[src/rtl/boa_pkg.sv]
// Boa32 shared definitions: MEM stage FSM states, trap causes,
// memory opcodes and load/store funct3 encodings.
package boa_pkg;

    typedef enum logic [1:0] {
        S_IDLE,
        S_WAIT,
        S_HELD
    } mem_state_e;

    localparam logic [6:0] OP_LOAD  = 7'b0000011;
    localparam logic [6:0] OP_STORE = 7'b0100011;

    localparam logic [3:0] CAUSE_ILLEGAL     = 4'd2;
    localparam logic [3:0] CAUSE_LD_MISALIGN = 4'd4;
    localparam logic [3:0] CAUSE_LD_FAULT    = 4'd5;
    localparam logic [3:0] CAUSE_ST_MISALIGN = 4'd6;
    localparam logic [3:0] CAUSE_ST_FAULT    = 4'd7;

    localparam logic [2:0] F3_B  = 3'b000;
    localparam logic [2:0] F3_H  = 3'b001;
    localparam logic [2:0] F3_W  = 3'b010;
    localparam logic [2:0] F3_BU = 3'b100;
    localparam logic [2:0] F3_HU = 3'b101;

endpackage

[src/rtl/boa_mem_align.sv]
// Boa32 MEM byte-lane steering: store enables/replication,
// load extraction with sign/zero extension, alignment checks.
module boa_mem_align
    import boa_pkg::*;
(
    input  logic [2:0]  funct3,
    input  logic [1:0]  addr,
    input  logic        store,
    input  logic [31:0] rs2,
    input  logic [31:0] rdata,
    output logic [3:0]  we,
    output logic [31:0] wdata,
    output logic [31:0] ld_data,
    output logic        misaligned,
    output logic        illegal
);

    logic [31:0] lane;

    assign lane = rdata >> {addr, 3'b000};

    assign misaligned = (funct3[1:0] == 2'b01 && addr[0])
                      || (funct3[1:0] == 2'b10 && addr != 2'b00);

    always_comb begin
        we      = 4'b0000;
        wdata   = rs2;
        ld_data = rdata;
        illegal = 1'b0;
        if (store) begin
            unique case (funct3)
                F3_B: begin
                    we    = 4'b0001 << addr;
                    wdata = {4{rs2[7:0]}};
                end
                F3_H: begin
                    we    = 4'b0011 << addr;
                    wdata = {2{rs2[15:0]}};
                end
                F3_W:    we = 4'b1111;
                default: illegal = 1'b1;
            endcase
        end else begin
            unique case (funct3)
                F3_B:    ld_data = {{24{lane[7]}}, lane[7:0]};
                F3_H:    ld_data = {{16{lane[15]}}, lane[15:0]};
                F3_W:    ld_data = rdata;
                F3_BU:   ld_data = {24'd0, lane[7:0]};
                F3_HU:   ld_data = {16'd0, lane[15:0]};
                default: illegal = 1'b1;
            endcase
        end
    end

endmodule

[src/rtl/boa_stage_mem.sv]
// Boa32 MEM pipeline stage: data bus access, traps, MEM/WB register.
// Optional bus timeout enabled by defining BOA_MEM_TIMEOUT_EN.
module boa_stage_mem
    import boa_pkg::*;
#(
    parameter int TIMEOUT_CYCLES = 64
) (
    input  logic        clk,
    input  logic        rst,
    input  logic        clear,
    input  logic        d_valid,
    input  logic [31:1] d_pc,
    input  logic [31:0] d_insn,
    input  logic        d_use_rd,
    input  logic [31:0] d_rs1_val,
    input  logic [31:0] d_rs2_val,
    input  logic        d_trap,
    input  logic [3:0]  d_cause,
    output logic        q_valid,
    output logic [31:1] q_pc,
    output logic [31:0] q_insn,
    output logic        q_use_rd,
    output logic [31:0] q_rs1_val,
    output logic        q_trap,
    output logic [3:0]  q_cause,
    output logic        bus_re,
    output logic [3:0]  bus_we,
    output logic [29:0] bus_addr,
    output logic [31:0] bus_wdata,
    input  logic        bus_ready,
    input  logic [31:0] bus_rdata,
    input  logic        fw_stall_mem,
    output logic        fw_stall_req,
    output logic        fw_rd,
    output logic [31:0] fw_out
);

    mem_state_e  state, nxt;
    logic [31:0] p_addr, p_rs2, hold_q;
    logic [2:0]  p_f3;
    logic        p_st, p_drop;

    logic        d_ld, d_st, mem_op, in_wait;
    logic [31:0] src_addr, src_rs2;
    logic [2:0]  src_f3;
    logic        src_st;
    logic [3:0]  we;
    logic [31:0] wdata, ld_data;
    logic        misal, illegal;
    logic        idle_req, req, done, drop_now, timeout, upd;
    logic [31:0] n_res;
    logic        n_trap;
    logic [3:0]  n_cause;

    assign d_ld    = d_insn[6:0] == OP_LOAD;
    assign d_st    = d_insn[6:0] == OP_STORE;
    assign mem_op  = d_valid && !d_trap && (d_ld || d_st);
    assign in_wait = state == S_WAIT;

    // Outstanding requests replay from latched copies so the bus sees no change
    assign src_addr = in_wait ? p_addr : d_rs1_val;
    assign src_rs2  = in_wait ? p_rs2  : d_rs2_val;
    assign src_f3   = in_wait ? p_f3   : d_insn[14:12];
    assign src_st   = in_wait ? p_st   : d_st;

    boa_mem_align u_align (
        .funct3     (src_f3),
        .addr       (src_addr[1:0]),
        .store      (src_st),
        .rs2        (src_rs2),
        .rdata      (bus_rdata),
        .we         (we),
        .wdata      (wdata),
        .ld_data    (ld_data),
        .misaligned (misal),
        .illegal    (illegal)
    );

    assign idle_req = rst && state == S_IDLE && mem_op
                    && !misal && !illegal;
    assign req      = idle_req || in_wait;
    assign done     = req && bus_ready;
    assign drop_now = in_wait && p_drop;

    assign bus_re       = req && !src_st;
    assign bus_we       = (req && src_st) ? we : 4'b0000;
    assign bus_addr     = src_addr[31:2];
    assign bus_wdata    = wdata;
    assign fw_stall_req = req && !bus_ready && !timeout;

`ifdef BOA_MEM_TIMEOUT_EN
    localparam int CB = $clog2(TIMEOUT_CYCLES + 1);
    localparam int CW = (CB > 8) ? CB : 8;
    localparam logic [CW-1:0] TO_LAST = CW'(TIMEOUT_CYCLES - 1);

    logic [CW-1:0] to_cnt;

    assign timeout = in_wait && !bus_ready && !fw_stall_mem
                   && to_cnt == TO_LAST;

    always_ff @(posedge clk or negedge rst) begin
        if (!rst)
            to_cnt <= '0;
        else if (bus_ready || timeout)
            to_cnt <= '0;
        else if (in_wait && to_cnt != TO_LAST)
            to_cnt <= to_cnt + 1'b1;
    end
`else
    logic unused_cfg;

    assign timeout    = 1'b0;
    assign unused_cfg = ^TIMEOUT_CYCLES;
`endif

    always_comb begin
        nxt = state;
        unique case (state)
            S_IDLE: begin
                if (idle_req && !bus_ready)
                    nxt = S_WAIT;
                else if (idle_req && fw_stall_mem && !clear)
                    nxt = S_HELD;
            end
            S_WAIT: begin
                if (bus_ready)
                    nxt = (fw_stall_mem && !p_drop && !clear)
                        ? S_HELD : S_IDLE;
                else if (timeout)
                    nxt = S_IDLE;
            end
            S_HELD: begin
                if (clear || !fw_stall_mem)
                    nxt = S_IDLE;
            end
            default: nxt = S_IDLE;
        endcase
    end

    always_comb begin
        n_res   = d_rs1_val;
        n_trap  = d_trap;
        n_cause = d_cause;
        if (mem_op) begin
            if (illegal) begin
                n_trap  = 1'b1;
                n_cause = CAUSE_ILLEGAL;
            end else if (misal) begin
                n_trap  = 1'b1;
                n_cause = d_ld ? CAUSE_LD_MISALIGN : CAUSE_ST_MISALIGN;
            end else if (timeout) begin
                n_trap  = 1'b1;
                n_cause = d_ld ? CAUSE_LD_FAULT : CAUSE_ST_FAULT;
            end else if (d_ld) begin
                n_res = (state == S_HELD) ? hold_q : ld_data;
            end
        end
    end

    always_comb begin
        fw_out = d_rs1_val;
        fw_rd  = 1'b0;
        if (state == S_HELD) begin
            fw_out = hold_q;
            fw_rd  = d_ld && d_use_rd;
        end else if (!(d_ld || d_st)) begin
            fw_rd = d_valid && d_use_rd;
        end else if (d_ld) begin
            fw_out = ld_data;
            fw_rd  = done && d_use_rd && !drop_now && !clear;
        end
    end

    assign upd = !fw_stall_mem && !drop_now
               && (state == S_HELD || !req || bus_ready || timeout);

    always_ff @(posedge clk or negedge rst) begin
        if (!rst) begin
            state  <= S_IDLE;
            p_addr <= '0;
            p_rs2  <= '0;
            p_f3   <= '0;
            p_st   <= 1'b0;
            p_drop <= 1'b0;
            hold_q <= '0;
        end else begin
            state <= nxt;
            if (idle_req && !bus_ready) begin
                p_addr <= d_rs1_val;
                p_rs2  <= d_rs2_val;
                p_f3   <= d_insn[14:12];
                p_st   <= d_st;
                p_drop <= clear;
            end else if (in_wait) begin
                p_drop <= p_drop || clear;
            end
            if (done && fw_stall_mem)
                hold_q <= ld_data;
        end
    end

    always_ff @(posedge clk or negedge rst) begin
        if (!rst) begin
            q_valid   <= 1'b0;
            q_pc      <= '0;
            q_insn    <= '0;
            q_use_rd  <= 1'b0;
            q_rs1_val <= '0;
            q_trap    <= 1'b0;
            q_cause   <= '0;
        end else if (clear) begin
            q_valid <= 1'b0;
            q_trap  <= 1'b0;
        end else if (upd) begin
            q_valid   <= d_valid;
            q_pc      <= d_pc;
            q_insn    <= d_insn;
            q_use_rd  <= d_use_rd;
            q_rs1_val <= n_res;
            q_trap    <= n_trap;
            q_cause   <= n_cause;
        end else if (!fw_stall_mem) begin
            q_valid <= 1'b0;
            q_trap  <= 1'b0;
        end
    end

endmodule

[config.mk]
export PLATFORM = sky130hd
export DESIGN_NAME = boa_stage_mem
export DESIGN_NICKNAME = d
export VERILOG_FILES = /design/src/rtl/boa_pkg.sv /design/src/rtl/boa_mem_align.sv /design/src/rtl/boa_stage_mem.sv
export SDC_FILE = /design/constraint.sdc
export NUM_CORES = 1
export LEC_CHECK = 0
export ABC_AREA = 1
export ABC_CLOCK_PERIOD_IN_PS = 3500
export BUFFER_PORTS_ARGS = -buffer_cell sky130_fd_sc_hd__buf_2
export CORE_UTILIZATION = 47
export CTS_CLUSTER_DIAMETER = 40
export DETAILED_ROUTE_END_ITERATION = 8
export HOLD_SLACK_MARGIN = 0.1
export PLACE_DENSITY_LB_ADDON = 0.1
export SYNTH_ARGS = -nofsm -noshare
export SYNTH_HDL_FRONTEND = slang
export SYNTH_HIERARCHICAL = 1
export SYNTH_SLANG_ARGS = --single-unit
[constraint.sdc]
create_clock -name clk -period 3.5 [get_ports clk]
set_clock_uncertainty 0.1 [all_clocks]
set_input_delay 0 -clock clk [delete_from_list [all_inputs] [get_ports clk]]
set_output_delay 0 -clock clk [all_outputs]
set_load 0.05 [all_outputs]
After elaboration in Yosys (flattened, before gate mapping)
Cells that the tools add are included.
{"block": "op_classes", "shift": 3, "bitwise": 1, "order_cmp": 0, "div_mod_pow": 0, "addsub": 0, "mul": 0, "n_mux": 45, "reduce_logical": 51, "n_eq_ne": 14}
{"op": "32-bit two-way mux", "count": 12}
{"op": "32-bit one-hot mux with 4 select lines", "count": 1}
{"op": "32-bit one-hot mux with 2 select lines", "count": 1}
{"op": "32-bit by 5-bit right shift with 16-bit output", "count": 1}
{"op": "1-bit logical AND", "count": 26}
{"op": "4-bit two-way mux", "count": 5}
{"op": "1-bit two-way mux", "count": 17}
{"op": "2-bit two-way mux", "count": 6}
{"op": "4-bit one-hot mux with 3 select lines", "count": 1}
{"op": "1-bit logical NOT", "count": 10}
{"op": "7-bit by 2-bit == test with 1-bit output (second input constant)", "count": 1}
{"op": "7-bit by 6-bit == test with 1-bit output (second input constant)", "count": 1}
{"op": "1-bit logical OR", "count": 7}
{"op": "3-bit == test (second input constant)", "count": 2}
{"op": "2-bit one-hot mux with 3 select lines", "count": 1}
{"op": "5-bit OR reduction", "count": 1}
{"op": "2-bit by 1-bit == test with 1-bit output (second input constant)", "count": 2}
{"op": "2-bit == test (second input constant)", "count": 2}
{"op": "2-bit inequality test (second input constant)", "count": 2}
{"op": "2-bit nonzero test", "count": 2}
{"op": "1-bit by 2-bit << shifter with 4-bit output (first input constant)", "count": 1}
{"op": "2-bit by 2-bit << shifter with 4-bit output (first input constant)", "count": 1}
{"op": "3-bit by 1-bit == test with 1-bit output (second input constant)", "count": 1}
{"op": "3-bit by 2-bit == test with 1-bit output (second input constant)", "count": 1}
{"op": "9 further kinds", "count": 9}
{"block": "totals", "mem_count": 0, "latchBits": 0, "ramBits": 0, "reg_bits": 205, "mem_bits_ro": 0, "elab_cells": 128}

Longest topological paths before layout
Gate-level depths: netlist of the first run.
{"block": "depth", "depth_word": 16, "mapped_depth": 22, "mapped_depth_nobuf": 19}

By module
Netlist of the first run, hierarchy kept.
{"mod": "boa_stage_mem", "cells_each": 1447, "instances": 1, "seq_area_each_um2": 5129.9, "area_each_um2": 10563.9}
{"mod": "boa_mem_align", "cells_each": 292, "instances": 1, "seq_area_each_um2": 0.0, "area_each_um2": 1445.1}

Least setup slack after synthesis of the first run
No wires, ideal clock.
{"block": "synth_path", "path_kind": "reg-to-output", "start": "register state[1]", "end": "output fw_rd", "slack_ps": -21, "arrival_time_ps": 3421, "path_stages_with_launch": 15, "path_cell_list": "dfrtp_1 nor2_1 buf_2 clkbuf_1 o21ai_0 nor2_4 buf_2 nor2_1 nor2_4 nand2_1 nor2_2 nand3_1 nand2_1 nand3_1 a21oi_1"}
{"block": "synth_between", "elab_chain_len": 16, "word_cells_on_any_way": 38, "classes_between": "eq/ne: 8; mux: 9; reduce/logical: 21"}
{"item": "from (decl)", "line": "boa_stage_mem.sv:38", "text": "mem_state_e state, nxt;"}
{"item": "from (signal assigned)", "line": "boa_stage_mem.sv:187", "text": "state <= nxt;"}
{"item": "2-bit by 1-bit == test with 1-bit output *", "line": "boa_stage_mem.sv:58", "text": "assign in_wait = state == S_WAIT;"}
{"item": "3-bit two-way mux *", "line": "boa_stage_mem.sv:63", "text": "assign src_f3 = in_wait ? p_f3 : d_insn[14:12];"}
{"item": "named net src_f3[1]", "line": "boa_stage_mem.sv:45", "text": "logic [2:0] src_f3;"}
{"item": "3-bit by 1-bit == test with 1-bit output (tied with other cells)", "line": "boa_mem_align.sv:31, boa_mem_align.sv:44"}
{"item": "5-bit OR reduction (no line) or 3-bit OR reduction (tied branches)"}
{"item": "1-bit two-way mux (on tied branches)", "line": "boa_mem_align.sv:44, boa_mem_align.sv:31"}
{"item": "1-bit two-way mux *", "line": "boa_mem_align.sv:30", "text": "if (store) begin"}
{"item": "named net illegal", "line": "boa_stage_mem.sv:49", "text": "logic misal, illegal;"}
{"item": "1-bit logical NOT *", "line": "boa_stage_mem.sv:80", "text": "&& !misal && !illegal;"}
{"item": "1-bit logical AND *", "line": "boa_stage_mem.sv:80"}
{"item": "1-bit logical OR *", "line": "boa_stage_mem.sv:81", "text": "assign req = idle_req || in_wait;"}
{"item": "1-bit logical AND *", "line": "boa_stage_mem.sv:82", "text": "assign done = req && bus_ready;"}
{"item": "1-bit logical AND * (3 in a row)", "line": "boa_stage_mem.sv:170", "text": "fw_rd = done && d_use_rd && !drop_now && !clear;"}
{"item": "1-bit two-way mux *", "line": "boa_stage_mem.sv:168", "text": "end else if (d_ld) begin"}
{"item": "1-bit two-way mux *", "line": "boa_stage_mem.sv:166", "text": "end else if (!(d_ld || d_st)) begin"}
{"item": "1-bit two-way mux *", "line": "boa_stage_mem.sv:163", "text": "if (state == S_HELD) begin"}
{"item": "to (decl)", "line": "boa_stage_mem.sv:34", "text": "output logic fw_rd,"}
The timed path passes the listed nets; every way through them passes the cells marked *.

Final worst setup path of the first run
{"block": "layout_path", "start": "register state[1]", "end": "output fw_stall_req"}
{"block": "layout_between", "elab_chain_len": 10, "word_cells_on_any_way": 29, "classes_between": "eq/ne: 7; mux: 6; reduce/logical: 16"}
{"item": "2-bit by 1-bit == test with 1-bit output *", "line": "boa_stage_mem.sv:58"}
{"item": "3-bit two-way mux *", "line": "boa_stage_mem.sv:63"}
{"item": "named net src_f3[0]", "line": "boa_stage_mem.sv:45"}
{"item": "2-bit by 1-bit == test with 1-bit output or 2-bit == test (tied branches)", "line": "boa_mem_align.sv:22, boa_mem_align.sv:23"}
{"item": "1-bit logical AND (on tied branches)", "line": "boa_mem_align.sv:22, boa_mem_align.sv:23"}
{"item": "1-bit logical OR *", "line": "boa_mem_align.sv:23", "text": "|| (funct3[1:0] == 2'b10 && addr != 2'b00);"}
{"item": "named net misal", "line": "boa_stage_mem.sv:49"}
{"item": "1-bit logical NOT *", "line": "boa_stage_mem.sv:80"}
{"item": "1-bit logical AND * (2 in a row)", "line": "boa_stage_mem.sv:80"}
{"item": "1-bit logical OR *", "line": "boa_stage_mem.sv:81"}
{"item": "1-bit logical AND *", "line": "boa_stage_mem.sv:89", "text": "assign fw_stall_req = req && !bus_ready && !timeout;"}
{"item": "to (decl)", "line": "boa_stage_mem.sv:33", "text": "output logic fw_stall_req,"}
Marks and branches as above.

==> results of run 1 <==
cell type report:
type                    count  area (um^2)  area share (%)
multi-input cells        1224         5490            32.2
flip-flops and latches    205         5130            30.1
repair buffers            591         4140            24.3
clock buffers              41          993            5.82
inverters                 161          619            3.63
well taps                 330          413            2.42
clock inverters            27          268            1.57
diodes                      2         5.00          0.0293
through the flow:
stage                     instance area, um^2  power [W]  worst slack [ns]
after global routing                    17100    0.00944          -0.00153
after floorplan                         12000    0.00456            0.0303
final                                   17100    0.00907             0.158
after detailed placement                13700    0.00525             0.105
after global placement                  13700    0.00523             0.160
after CTS                               16900    0.00907            0.0170
registers in the layout, summed over array words and instances (netlist names):
register   count
p_st           1
p_rs2         32
q_use_rd       1
q_cause        4
p_drop         1
q_valid        1
p_addr        32
q_pc          31
q_rs1_val     32
state          2
q_trap         1
q_insn        32
hold_q        32
p_f3           3
path summary, 6_finish.rpt:
path                                 start       endpoint  slack [ns]
worst max-delay path              state[1]   fw_stall_req        0.16
worst min-delay path             d_insn[9]      q_insn[9]        0.12
worst max register to register    state[1]  q_rs1_val[16]        0.35
worst min register to register  hold_q[26]     hold_q[26]        0.37
max in group asynchronous              rst      p_rs2[18]        1.84
min in group asynchronous              rst  q_rs1_val[22]        0.57
routing by layer:
layer  vias to the layer above  global-route usage (%)
li1                       6481                       -
met5                         -                       0
met1                      6161                    41.4
met4                         0                    13.2
met3                       112                    5.95
met2                       669                    51.7
critical path, stage by stage, from the launching register on:
cell     delay, ns
dfrtp_1       0.43
nor2_4        0.25
buf_4         0.16
buf_4         0.10
nand2_1       0.04
o21ai_1       0.20
inv_2         0.08
nor2_4        0.27
nand2_1       0.09
o31ai_1       0.14
nor2_4        0.07
nand2_1       0.08
nor2_2        0.06
nand3_4       0.15
buf_16        0.29
nand2_1       0.10
buf_2         0.24
power breakdown:
| part | switching (W) | internal [W] | leakage [nW] |
|---|---|---|---|
| Clock | 0.00137 | 0.00226 | 0.612 |
| Sequential | 0.0000994 | 0.00255 | 2.68 |
| Combinational | 0.00207 | 0.000720 | 5.85 |
layout by cell type, fill, tap and decap left out, types with 5 or more instances in the layout:
cell           Yosys  layout
a21oi_1           53      52
clkinv_4           1       7
clkbuf_16          0      42
clkbuf_4           0       6
buf_2             28     364
o21ai_0          223     217
nand4_1           64      64
dfrtp_1          205     205
dlygate4sd3_1      0     179
clkinvlp_4         0       5
inv_2              9       7
o21ai_1           42      45
nor2_4             5       8
nand2_1          724     722
nand3_1           50      50
inv_1            150     149
or2_1              5       5
nor2_1            15      14
buf_4             44      30
nand2_2           12      14
o22ai_1            8       8
inv_6              0      10
cell families (layout without fill, tap and decap cells):
kind of cell           after synthesis  after routing  synth area share [%]
other                                0              2                     0
AOI/OAI and AO/OA                  329            329                  13.8
and+or+nand+nor                    895            895                  31.5
DFF                                205            205                  42.7
buffers and inverters              310            820                  12.0
what timing repair did:
item / CTS / global route
resized for setup: 10 / 22
endpoints found under the setup margin: 38 / 37
hold endpoints to repair: 403 / 0
pin swaps: 1 / 1
setup buffers: 4 / 4
hold buffers: 180 / 0
cloned: 1 / 5
==> flow_summary.ini, run 1 <==
[outcome]
status = complete, no violations

[yosys]
dominantRegCellSynth = dfrtp_1
yosysTopAreaCell = dfrtp_1
syn_avg_cell_area_um2 = 6.91
ys_top_cells_by_count = 724 x nand2_1, 223 x o21ai_0, 205 x dfrtp_1
ys_types = 32
yosysSeqAreaShare_pct = 42.7
ys_warn_count = 6
synth_most_common_cell = nand2_1
synth_nets = 1910
synth-edff-count = 0
yosys-top-cells-area = dfrtp_1 43%, nand2_1 23%, o21ai_0 9.3%
synth_area_mm2 = 0.0120
postSynthCellCount = 1739
synth_top_area_share_pct = 42.7
ys_ff_latch = 205
async_reset_ff_share_pct = 100

[floorplan]
io_pins = 374
die_w_um = 162
fp.dieH_um = 162
dieArea_mm2 = 0.0262
start_util_pct = 47.8
core_mm2 = 0.0251
rows = 58

[clock_tree]
cts_buffers = 38
clockBufferDepth = 3
cts-root-buf = clkbuf_16
clk_latency_ns = 0.51
cts_tree = done
htreeDepth = 2
clock_sinks = 205
clkSlewWorstSetupHoldPaths_ns = 0.06

[routing]
postRouteAntennaNets = 0
met3_length_mm = 3.75
wirelength_mm = 43.6
viasPerCell = 5.20
wl_met2_mm = 20.2
drc = 0
wl_per_cell_um = 16.9
met1_length_mm = 18.0
vias = 13423
drt_iter0_drc = 1181
top_layer = met4
first_pass_iters = 8

[finish]
fillers = 2203
drive_above_1_share_pct = 23.7
area_growth_pct = 42.1
layoutNonFillerInstCount = 2581
utilization_pct = 68.0
layout.nets = 2392

[worst_setup_path]
criticalPathCategory = reg2out
critPathRequiredTime_ns = 3.40
crit_arrival_ns = 3.24
start_kind = flip-flop
endpoint_kind = output pin
crit_fanout = 71
ff2ff_path_depth = 18

[global_routing]
gr-total-overflow = 0
grt_max_degree = 143
grt_util_all_layers_pct = 31.7
antenna_found_initial = 2
grt_pass1_wl_mm = 65.9
grt_pass1_vias = 12547

[power_and_ir_drop]
vdd_drop_max_mv = 0.389
p_leak_nw = 9.14
power_density_mw_per_mm2 = 532

[sta]
worst_slew_pin_slew_ns = 1.20
setup_tns_ns = 0
fmax_mhz = 299
drv_slew = 0
final.period_utilization_pct = 95.5
period_minus_slack_ns = 3.34
finalHoldViolations = 0
hold_ws_ns = 0.118
setup_viol = 0
slew_headroom_pct = 19.8

[place]
gp_congestion = 0.879
port_buffers = 373
hpwl_mm = 26.8
placed_cells = 2317

[flow_run]
cap_violations = 0

[min_path]
whs_path_depth = 4
hold_path_class = in2reg
Note: power is estimated with default switching activity, not from simulation.
==> run 2, diff against run 1 <==
CORE_ASPECT_RATIO = 1.1   (was default)
CORE_MARGIN = 1   (was default)
==> run 2 against run 1 <==
Against the previous run:
- sequential cell count stayed put
- first-iteration DRC count is 9.2% lower
- via count is 0.15% higher
- cell count shrank 0.54%
- clock power rose by 14%
- core utilization grew 0.16 points
- fmax grew 0.67%
- register-to-register slack lost 0.08 ns
- power up 5.4%
- critical path type unchanged
- largest cell class unchanged
==> flow_summary.ini, run 2 (synthesized netlist as in run 1, its figures left out) <==
[finish]
drive_above_1_share_pct = 23.6
fillers = 2127
final_cell_mix = 723 x nand2_1, 368 x buf_2, 219 x o21ai_0, 205 x dfrtp_1, 180 x dlygate4sd3_1
area_growth_pct = 42.9
layout_commonest_cell = nand2_1
layout.nets = 2393
utilization_pct = 68.1

[global_routing]
gr-total-overflow = 0
grt_util_all_layers_pct = 31.5
grt_pass1_vias = 12742
grt_max_degree = 143
antenna_found_initial = 2
grt_pass1_wl_mm = 66.2

[place]
gp_congestion = 0.893
hpwl_mm = 26.7
port_buffers = 373

[worst_setup_path]
start_kind = flip-flop
slowest_delay_ns = 0.37
crit_path_cell_trace = inv_2, nor2_4, buf_4, buf_4, o21ai_1, buf_6, clkinvlp_4, nand2_1, o21ai_0, a21oi_2, o21ai_0, o21ai_0, buf_2
crit_arrival_ns = 3.22
crit_fanout = 20
rrSetupSlack_ns = 0.27
cpMaxStageDelayCell = dfrtp_1
critPathRequiredTime_ns = 3.40
criticalPathCategory = reg2out
cp_common_cell = o21ai_0
endpoint_kind = output pin

[sta]
worst_slew_pin_slew_ns = 1.02
period_minus_slack_ns = 3.32
drv_slew = 0
final.period_utilization_pct = 94.8
fmax_mhz = 301
finalHoldViolations = 0
hold_ws_ns = 0.123
slew_headroom_pct = 31.6
setup_tns_ns = 0
setup_viol = 0

[clock_tree]
clkSlewWorstSetupHoldPaths_ns = 0.06
clock_sinks = 205
clk_latency_ns = 0.51
cts_buffers = 38
cts-root-buf = clkbuf_16
clockBufferDepth = 3
htreeDepth = 2
cts_tree = done

[floorplan]
core_mm2 = 0.0252
dieArea_mm2 = 0.0262
fp.dieH_um = 170
start_util_pct = 47.7
io_pins = 374
die_w_um = 154
rows = 61

[flow_run]
cap_violations = 0

[routing]
wl_per_cell_um = 16.6
postRouteAntennaNets = 0
drc = 0
drt_iter0_drc = 1072
viasPerCell = 5.24
first_pass_iters = 6
vias = 13443
wirelength_mm = 42.6

[power_and_ir_drop]
power_density_mw_per_mm2 = 557
p_leak_nw = 9.21
vdd_drop_max_mv = 0.450

[min_path]
hold_path_class = in2reg

[outcome]
status = complete, no violations
[run 2: cell types whose count changed in the layout (fill, tap and decap cells not counted), moves of 3 or more]
| cell | before | now |
|---|---|---|
| clkinvlp_4 | 5 | 2 |
| buf_6 | 2 | 5 |
| bufinv_16 | 2 | 9 |
| clkbuf_8 | 1 | 6 |
| clkbuf_4 | 6 | 1 |
| inv_6 | 10 | 3 |
| buf_2 | 364 | 368 |
[run 2: area by class of cell]
cell class	instances	area [um^2]	share of cell area, %
Clock inverter	20	377	2.19
Timing Repair Buffer	592	4080	23.7
Antenna cell	2	5.00	0.0292
Inverter	161	619	3.61
Sequential cell	205	5130	29.9
Tap cell	315	394	2.30
Multi-Input combinational cell	1224	5490	32.0
Clock buffer	48	1070	6.23
[run 2: stage by stage]
stage	std cells	setup WS, ns	area, um^2	power [W]
detailed placement	2307	0.176	13700	0.00524
CTS	2555	-0.00347	17000	0.00957
global placement	2307	0.298	13700	0.00522
finish	2567	0.181	17200	0.00956
floorplan	1739	0.0303	12000	0.00456
global route	2567	-0.00680	17200	0.00992
[run 2: report_power, final]
| group | switching [W] | internal, W |
|---|---|---|
| logic | 0.00206 | 0.000711 |
| registers | 0.000102 | 0.00255 |
| clock network | 0.00129 | 0.00284 |
[run 2: per-layer routing]
metal,share of wire (%),GRT usage [%],up-vias,wire (um)
li1,-,-,6476,-
met1,41,40.4,6252,17700
met2,46,51.0,591,19700
met3,8.0,6.74,124,3410
met4,4.2,14.4,0,1810
met5,0,0,-,0
[run 2: final timing paths]
kind / cells past startpoint / endpoint / startpoint
max: 13 / fw_out[5] / state[0]
min: 4 / q_pc[17] / d_pc[17]
max reg2reg: 16 / hold_q[25] / state[1]
min reg2reg: 2 / hold_q[14] / hold_q[14]
max in group asynchronous: 4 / p_rs2[26] / rst
min in group asynchronous: 3 / p_addr[27] / rst
[run 2: repair_timing]
item	4_1_cts	5_1_grt
endpoints found under the setup margin	8	176
hold endpoints to repair	346	0
hold buffers	180	0
gates resized for setup	1	19
gates cloned	0	1
pin swaps	1	1
buffers inserted	0	9
[run 2: critical path, delay by kind of cell (launching register included)]
kind | cells | cell delay (ns)
buffers and inverters | 6 | 1.10
AO/OA/AOI/OAI | 5 | 0.92
flip-flops | 1 | 0.37
AND/OR/NAND/NOR | 2 | 0.31
